--- config.mk ---
export PLATFORM = sky130hd
export DESIGN_NAME = la_scanctrl
export DESIGN_NICKNAME = d
export VERILOG_FILES = /design/src/rtl/la_scan_pkg.sv /design/src/rtl/la_scanmisr.sv /design/src/rtl/la_scanctrl.sv
export SDC_FILE = /design/constraint.sdc
export NUM_CORES = 1
export LEC_CHECK = 0
export CORE_ASPECT_RATIO = 1.5
export CORE_MARGIN = 3
export CORE_UTILIZATION = 30
export CTS_BUF_LIST = sky130_fd_sc_hd__clkbuf_8
export DETAILED_ROUTE_END_ITERATION = 8
export PLACE_DENSITY_LB_ADDON = 0.12
export SLEW_MARGIN = 25
export SYNTH_ARGS = -nofsm -noshare
export SYNTH_HDL_FRONTEND = slang
export SYNTH_SLANG_ARGS = --single-unit
export TNS_END_PERCENT = 100
--- constraint.sdc ---
create_clock -name clk -period 1.53 [get_ports clk]
set_input_delay 0.2295 -clock clk [delete_from_list [all_inputs] [get_ports clk]]
set_output_delay 0.2295 -clock clk [all_outputs]
set_load 0.05 [all_outputs]
--- src/rtl/la_scan_pkg.sv ---
// Shared definitions for the scan controller: FSM state encoding and the
// response-compaction MISR polynomial and its update step.
package la_scan_pkg;

  typedef enum logic [2:0] {
    ST_IDLE    = 3'd0,
    ST_SHIFT   = 3'd1,
    ST_CAPTURE = 3'd2,
    ST_UNLOAD  = 3'd3,
    ST_DONE    = 3'd4
  } state_t;

  // x^16 + x^12 + x^3 + x + 1 (the x^16 term is implied by the shift-out)
  localparam logic [15:0] MISR_POLY = 16'h100B;

  function automatic logic [15:0] misr_next(input logic [15:0] sig, input logic din);
    misr_next = {sig[14:0], 1'b0} ^ (sig[15] ? MISR_POLY : 16'h0000) ^ {15'h0000, din};
  endfunction

endpackage

--- src/rtl/la_scanmisr.sv ---
// 16-bit multiple-input signature register compacting the unloaded scan
// response one bit per enabled cycle.
module la_scanmisr
  import la_scan_pkg::*;
(
  input  logic        i_clk,
  input  logic        i_reset,
  input  logic        i_clear,
  input  logic        i_en,
  input  logic        i_din,
  output logic [15:0] o_sig
);

  logic [15:0] r_sig;

  always_ff @(posedge i_clk) begin
    if (i_reset) begin
      r_sig <= 16'h0000;
    end else if (i_clear) begin
      r_sig <= 16'h0000;
    end else if (i_en) begin
      r_sig <= misr_next(r_sig, i_din);
    end
  end

  assign o_sig = r_sig;

endmodule

--- src/rtl/la_scanctrl.sv ---
// Scan-chain controller: load (SHIFT), capture, unload with optional
// load/unload overlap. Define LA_SCANCTRL_MISR_EN to add the signature output.
module la_scanctrl
  import la_scan_pkg::*;
#(
  parameter int CHAIN_LEN = 8,
  parameter int NCAPTURE  = 1,
  parameter     PROP      = "DEFAULT"
) (
  input  logic        clk,
  input  logic        reset,
  input  logic        start,
  input  logic        next,
  input  logic        sin,
  output logic        sin_ready,
  input  logic        so,
  output logic        se,
  output logic        si,
  output logic        sout,
  output logic        sout_valid,
  output logic        busy,
  output logic        done
`ifdef LA_SCANCTRL_MISR_EN
  ,
  output logic [15:0] signature
`endif
);

  localparam int CW = $clog2(CHAIN_LEN + 1);
  localparam logic [CW-1:0] CNT_ZERO = {CW{1'b0}};
  localparam logic [CW-1:0] CNT_ONE  = {{(CW-1){1'b0}}, 1'b1};
  localparam logic [CW-1:0] CNT_LAST = CW'(CHAIN_LEN - 1);
  localparam logic [3:0]    CAP_LAST = 4'(NCAPTURE - 1);

  state_t        r_state;
  logic [CW-1:0] r_cnt;
  logic [3:0]    r_cap_cnt;
  logic          r_se;
  logic          r_sin_ready;
  logic          r_sout_valid;
  logic          r_busy;
  logic          r_done;
  logic          w_unused_prop;

  // PROP is a pass-through technology tag with no effect on the logic.
  assign w_unused_prop = ^PROP;

  // Output flags are registered alongside the state so they change on the same edge.
  always_ff @(posedge clk) begin
    if (reset) begin
      r_state      <= ST_IDLE;
      r_cnt        <= CNT_ZERO;
      r_cap_cnt    <= 4'd0;
      r_se         <= 1'b0;
      r_sin_ready  <= 1'b0;
      r_sout_valid <= 1'b0;
      r_busy       <= 1'b0;
      r_done       <= 1'b0;
    end else begin
      case (r_state)
        ST_IDLE: begin
          if (start) begin
            r_state      <= ST_SHIFT;
            r_cnt        <= CNT_ZERO;
            r_se         <= 1'b1;
            r_sin_ready  <= 1'b1;
            r_sout_valid <= 1'b0;
            r_busy       <= 1'b1;
          end
        end
        ST_SHIFT: begin
          if (r_cnt == CNT_LAST) begin
            r_state      <= ST_CAPTURE;
            r_cnt        <= CNT_ZERO;
            r_cap_cnt    <= 4'd0;
            r_se         <= 1'b0;
            r_sin_ready  <= 1'b0;
            r_sout_valid <= 1'b0;
          end else begin
            r_cnt <= r_cnt + CNT_ONE;
          end
        end
        ST_CAPTURE: begin
          if (r_cap_cnt == CAP_LAST) begin
            r_cnt        <= CNT_ZERO;
            r_cap_cnt    <= 4'd0;
            r_se         <= 1'b1;
            r_sout_valid <= 1'b1;
            // A chained pattern reloads while the previous response unloads
            if (next) begin
              r_state     <= ST_SHIFT;
              r_sin_ready <= 1'b1;
            end else begin
              r_state     <= ST_UNLOAD;
              r_sin_ready <= 1'b0;
            end
          end else begin
            r_cap_cnt <= r_cap_cnt + 4'd1;
          end
        end
        ST_UNLOAD: begin
          if (r_cnt == CNT_LAST) begin
            r_state      <= ST_DONE;
            r_cnt        <= CNT_ZERO;
            r_se         <= 1'b0;
            r_sout_valid <= 1'b0;
            r_done       <= 1'b1;
          end else begin
            r_cnt <= r_cnt + CNT_ONE;
          end
        end
        ST_DONE: begin
          r_state <= ST_IDLE;
          r_cnt   <= CNT_ZERO;
          r_done  <= 1'b0;
          r_busy  <= 1'b0;
        end
        default: begin
          r_state      <= ST_IDLE;
          r_cnt        <= CNT_ZERO;
          r_cap_cnt    <= 4'd0;
          r_se         <= 1'b0;
          r_sin_ready  <= 1'b0;
          r_sout_valid <= 1'b0;
          r_busy       <= 1'b0;
          r_done       <= 1'b0;
        end
      endcase
    end
  end

  assign se         = r_se;
  assign sin_ready  = r_sin_ready;
  assign si         = r_sin_ready & sin;
  assign sout_valid = r_sout_valid;
  assign sout       = r_sout_valid & so;
  assign busy       = r_busy;
  assign done       = r_done;

`ifdef LA_SCANCTRL_MISR_EN
  logic w_misr_clear;

  assign w_misr_clear = (r_state == ST_IDLE) && start;

  la_scanmisr u_misr (
    .i_clk   (clk),
    .i_reset (reset),
    .i_clear (w_misr_clear),
    .i_en    (r_sout_valid),
    .i_din   (so),
    .o_sig   (signature)
  );
`endif

endmodule

After elaboration in Yosys (flattened, before gate mapping)
Index checks and enable logic that the tools add are counted.
W data, S select, Z words.
- output and inout port bits: 7
- flip-flop bits (word level): 16
- input port bits: 6
- reductions and logical operators: 14
- equal/unequal tests: 10
- $add $sub $neg: 2
- mux-type cells: 25
- bitwise logic cells: 7
- operators by type and width (operator ; number):
    $pmux W4 S3 ; 2
    $mux W4 ; 5
    $mux W3 ; 4
    $pmux W1 S4 ; 3
    $pmux W3 S4 ; 1
    $reduce_and A4 Y1 ; 3
    $reduce_or A3 Y1 ; 3
    $add A4 B1 Y4 const B ; 2
    $ne A2 B2 Y1 const B ; 4
    $reduce_and A2 Y1 ; 4
    $mux W1 ; 7
    $eq A3 B2 Y1 const B ; 2
    $not A1 Y1 ; 5
    $eq A4 B3 Y1 const B ; 1
    $logic_not A4 Y1 ; 1
    $pmux W1 S2 ; 2
    $reduce_or A2 Y1 ; 2
    $eq A3 B1 Y1 const B ; 1
    $eq A3 B3 Y1 const B ; 1
    $logic_not A3 Y1 ; 1
    $and A1 B1 Y1 ; 2
    $mux W2 ; 1
    $ne A2 B1 Y1 const B ; 1

Logic depth before layout (Yosys ltp)
- depth in word-level cells: 4
- gate-level depth with buffers: 6

Worst setup path before layout
Ideal clock, no wire load.
- path type: reg2reg
- start: reg r_cap_cnt[0]
- end: reg r_cap_cnt[3]
- clock period less this slack: 1.474 ns
- path buffers: 0
- stages on the path, launching flop included: 7
- arrival time: 1.342 ns
- setup slack: 0.056 ns
- cells stage by stage: dfxtp_1 inv_1 ha_1 or3b_1 and3_4 a41oi_1 a311oi_1
- longest elaborated chain between the ends: 3
- elaborated cells on any way between the ends: 4
- those cells by class: add/sub (1); mux (2); reduce/logical (1)
- ends and longest elaborated chain (element ; line ; text):
    start, declared ; la_scanctrl.sv:37 ; logic [3:0] r_cap_cnt;
    start signal, assigned ; la_scanctrl.sv:98 ; r_cap_cnt <= r_cap_cnt + 4'd1;
    $add A4 B1 Y4 or $logic_not A4 Y1 (tied branches) ; la_scanctrl.sv:98, la_scanctrl.sv:84 ;
    $mux W4 * ; la_scanctrl.sv:84 ; if (r_cap_cnt == CAP_LAST) begin
    $pmux W4 S3 * ; la_scanctrl.sv:60 ; case (r_state)
Mark *: on every way between the ends. The rest lies on a longest branch, timed or not.
A chain may end at the register's enable or synchronous reset.

Worst setup path after layout
Same ends and word-level chain as after synthesis.

==> run_results.csv <==
group,metric,value,unit
clock_tree,cts_tree,"built",
sta,relSlewSlack,70.47,%
global_routing,grt_max_degree,13,
setup_path,critical_path_required,1.66,ns
place,dp_slack,-0.0009803,ns
sta,slew_violations,0,
logic_synthesis,postSynthCellCount,103,
logic_synthesis,syn-num-nets,112,
global_routing,grt_use_total,13.43,%
die,start_util,32.70,%
route,routed_via_density,5.304,
die,coreArea,2763,um^2
final_layout,fin_util,44.38,%
clock_tree,clk_pin_slew,0.07,ns
sta,finalWorstSetupSlack,0.07597,ns
clock_tree,clockBufferDepth,2,
final_layout,areaGrowthSynthToFinish,35.73,%
pwr,ir_drop,0.4364,mV
global_routing,antenna_found_initial,0,
pwr,leakagePower,0.4666,nW
pwr,p_total,1.093,mW
logic_synthesis,yosys-top-cells-area,"dfxtp_1, a21oi_1, ha_1",
clock_tree,root_buffer,"clkbuf_8",
run_status,status,"finished clean",
global_routing,grt_pass1_wl,3753,um
sta,period_share,95.03,%
sta,fmax,0.6877,GHz
worst_hold_path,hold_path_class,"register to register",
worst_hold_path,holdPathStages,2,
route,drt_iter0_drc,18,
clock_tree,clock_latency,0.25,ns
logic_synthesis,synth-seq-cells,16,
worst_hold_path,min_from,"busy",
sta,setup_viol,0,
route,totalWireLength,2272,um
place,io_buffers,12,
final_layout,nFillCells,295,
logic_synthesis,synth-async-reset-ratio,0,%
logic_synthesis,yosysUniqueCellTypes,41,
setup_path,worst-endpoint-arrival,1.59,ns
route,first_pass_iters,4,
clock_tree,cts.sinks,16,
setup_path,crit_path_start_kind,"register",
die,die_y,73.21,um
clock_tree,cts_buffers,3,
global_routing,grt_overflow,0,
final_layout,antennaDiodeCount,0,
logic_synthesis,synth_top_area_share,35.46,%
pwr,power_density,891.8,nW/um^2
sta,tightest_slew,0.4424,ns
setup_path,r2r-end,"r_cap_cnt[3]",
final_layout,layout-drive-gt1-share,29.84,%
final_layout,fin_nets,134,
sta,final-hold-violation-count,0,
route,ant_nets,0,
worst_hold_path,worstHoldEndpoint,"busy",
logic_synthesis,synth.avg_cell_area,8.771,um^2
setup_path,critPathKind,"register to register",
job,maxCapViolations,0,
route,drc,0,
logic_synthesis,yosysWarningCount,0,
die,ios,13,
logic_synthesis,synth_area,903.4,um^2
logic_synthesis,yosysTopAreaCell,"dfxtp_1",
place,dp_hpwl,1686,um
place,gp_congestion,0.8254,
die,dieArea,3719,um^2
route,avgRoutedWirePerCell,14.11,um
sta,finalClockSkew,0.003613,ns
sta,period_minus_slack,1.454,ns
setup_path,r2r-start,"r_cap_cnt[0]",
clock_tree,cts.htree.levels,1,
setup_path,reg2reg_depth,6,
setup_path,crit_fanout,4,
global_routing,first_global_vias,822,
logic_synthesis,synth_edf_count,0,
die,dieWidth,50.81,um
route,num_vias,854,
die,rows,23,
setup_path,worst-r2r-setup-slack,0.08,ns
logic_synthesis,synth_seq_area_share,35.46,%
logic_synthesis,ys.flop_type,"dfxtp_1",
setup_path,cp-end-kind,"register",
clock_tree,postCtsSetupBuffers,0,
-- what timing repair did --
| item | in CTS | in global routing |
|---|---|---|
| pin swaps | 0 | 3 |
| hold buffers | 0 | 0 |
| gates resized for setup | 2 | 7 |
| setup endpoints to repair | 1 | 4 |
-- critical path, cell delays in order (launching register included) --
cell,delay (ns)
dfxtp_2,0.32
inv_1,0.06
ha_2,0.18
or3b_4,0.38
and3_4,0.20
a41oi_2,0.13
a311oi_1,0.06
-- worst max-delay path by stage --
| stage | endpoint | startpoint | cells after the start |
|---|---|---|---|
| 2_1_floorplan | r_cap_cnt[3] | r_cap_cnt[0] | 6 |
| 3_3_place_gp | r_cap_cnt[3] | r_cap_cnt[0] | 6 |
| 3_5_place_dp | r_cnt[2] | start | 5 |
| 4_1_cts | r_cap_cnt[3] | r_cap_cnt[0] | 6 |
| 5_1_grt | r_cnt[3] | r_cnt[1] | 6 |
| 6_report | r_cap_cnt[3] | r_cap_cnt[0] | 6 |
-- logic make-up after synthesis --
family | after synthesis | share of synthesized area [%]
XOR/XNOR | 3 | 2.909
AND/OR/NAND/NOR | 47 | 32.69
AO/OA/AOI/OAI | 27 | 19.95
buffers and inverters | 7 | 4.846
adder cells (fa/ha/maj) | 3 | 4.156
flip-flops | 16 | 35.46
-- cells in the mapped netlist, types with 2 or more instances --
master,n
buf_6,2
nand3b_1,3
xor2_1,2
nand3_1,5
nand2_1,6
o21ai_0,3
ha_1,3
nor2_1,8
a22oi_1,2
a31oi_1,2
nor3_1,4
and2_1,4
inv_1,2
a32oi_1,2
nand2b_1,4
a311oi_1,3
dfxtp_1,16
nor3b_1,2
a21oi_1,8
-- per-layer routing --
metal  vias to the layer above  GRT usage (%)  part of all wire [%]
met3                         7          2.658                   3.4
met1                       400          15.66                    44
met5                         -              0                     0
met2                        25          22.09                    49
met4                         0          8.683                   3.3
li1                        422              -                     -
-- state kept, by name (all words and copies together), names as in the netlist --
signal and count:
busy 1, r_cnt 4, done 1, sin_ready 1, sout_valid 1, se 1, r_cap_cnt 4, r_state 3
-- cell usage in the layout (no fill, tap or decap), types with 3 or more instances in the layout --
| cell type | instances |
|---|---|
| nor2_1 | 8 |
| a311oi_1 | 3 |
| nor3_1 | 4 |
| nand2b_1 | 4 |
| a21oi_2 | 3 |
| nand2_1 | 6 |
| clkdlybuf4s50_1 | 5 |
| nand3_1 | 4 |
| clkbuf_8 | 4 |
| o21ai_0 | 3 |
| dfxtp_1 | 14 |
| nand3b_1 | 3 |
| buf_12 | 4 |
| and2_1 | 4 |
| buf_4 | 13 |
| a21oi_1 | 6 |
-- power breakdown --
part           internal (mW)  switching (mW)
sequential             0.438          0.0297
clock                  0.229           0.155
combinational          0.109           0.133
-- per-stage QoR --
step                cell area, um^2  cells  setup TNS [ns]  hold slack [ns]
floorplan                     903.4    103               0           0.3702
global placement               1141    157               0           0.4534
detailed placement             1141    157       -0.001212           0.4631
CTS                            1206    161               0           0.4853
global route                   1226    161         -0.1461           0.5230
finish                         1226    161               0           0.4752
-- final cells by class --
class | count | area, um^2 | share of cell area (%)
Clock buffer | 4 | 55.05 | 4.490
Timing Repair Buffer | 22 | 227.7 | 18.57
Inverter | 2 | 7.507 | 0.6122
Tap cell | 37 | 46.29 | 3.775
Sequential cell | 16 | 322.8 | 26.33
Multi-Input combinational cell | 80 | 566.8 | 46.22
Note: power is estimated with default switching activity, not from simulation.
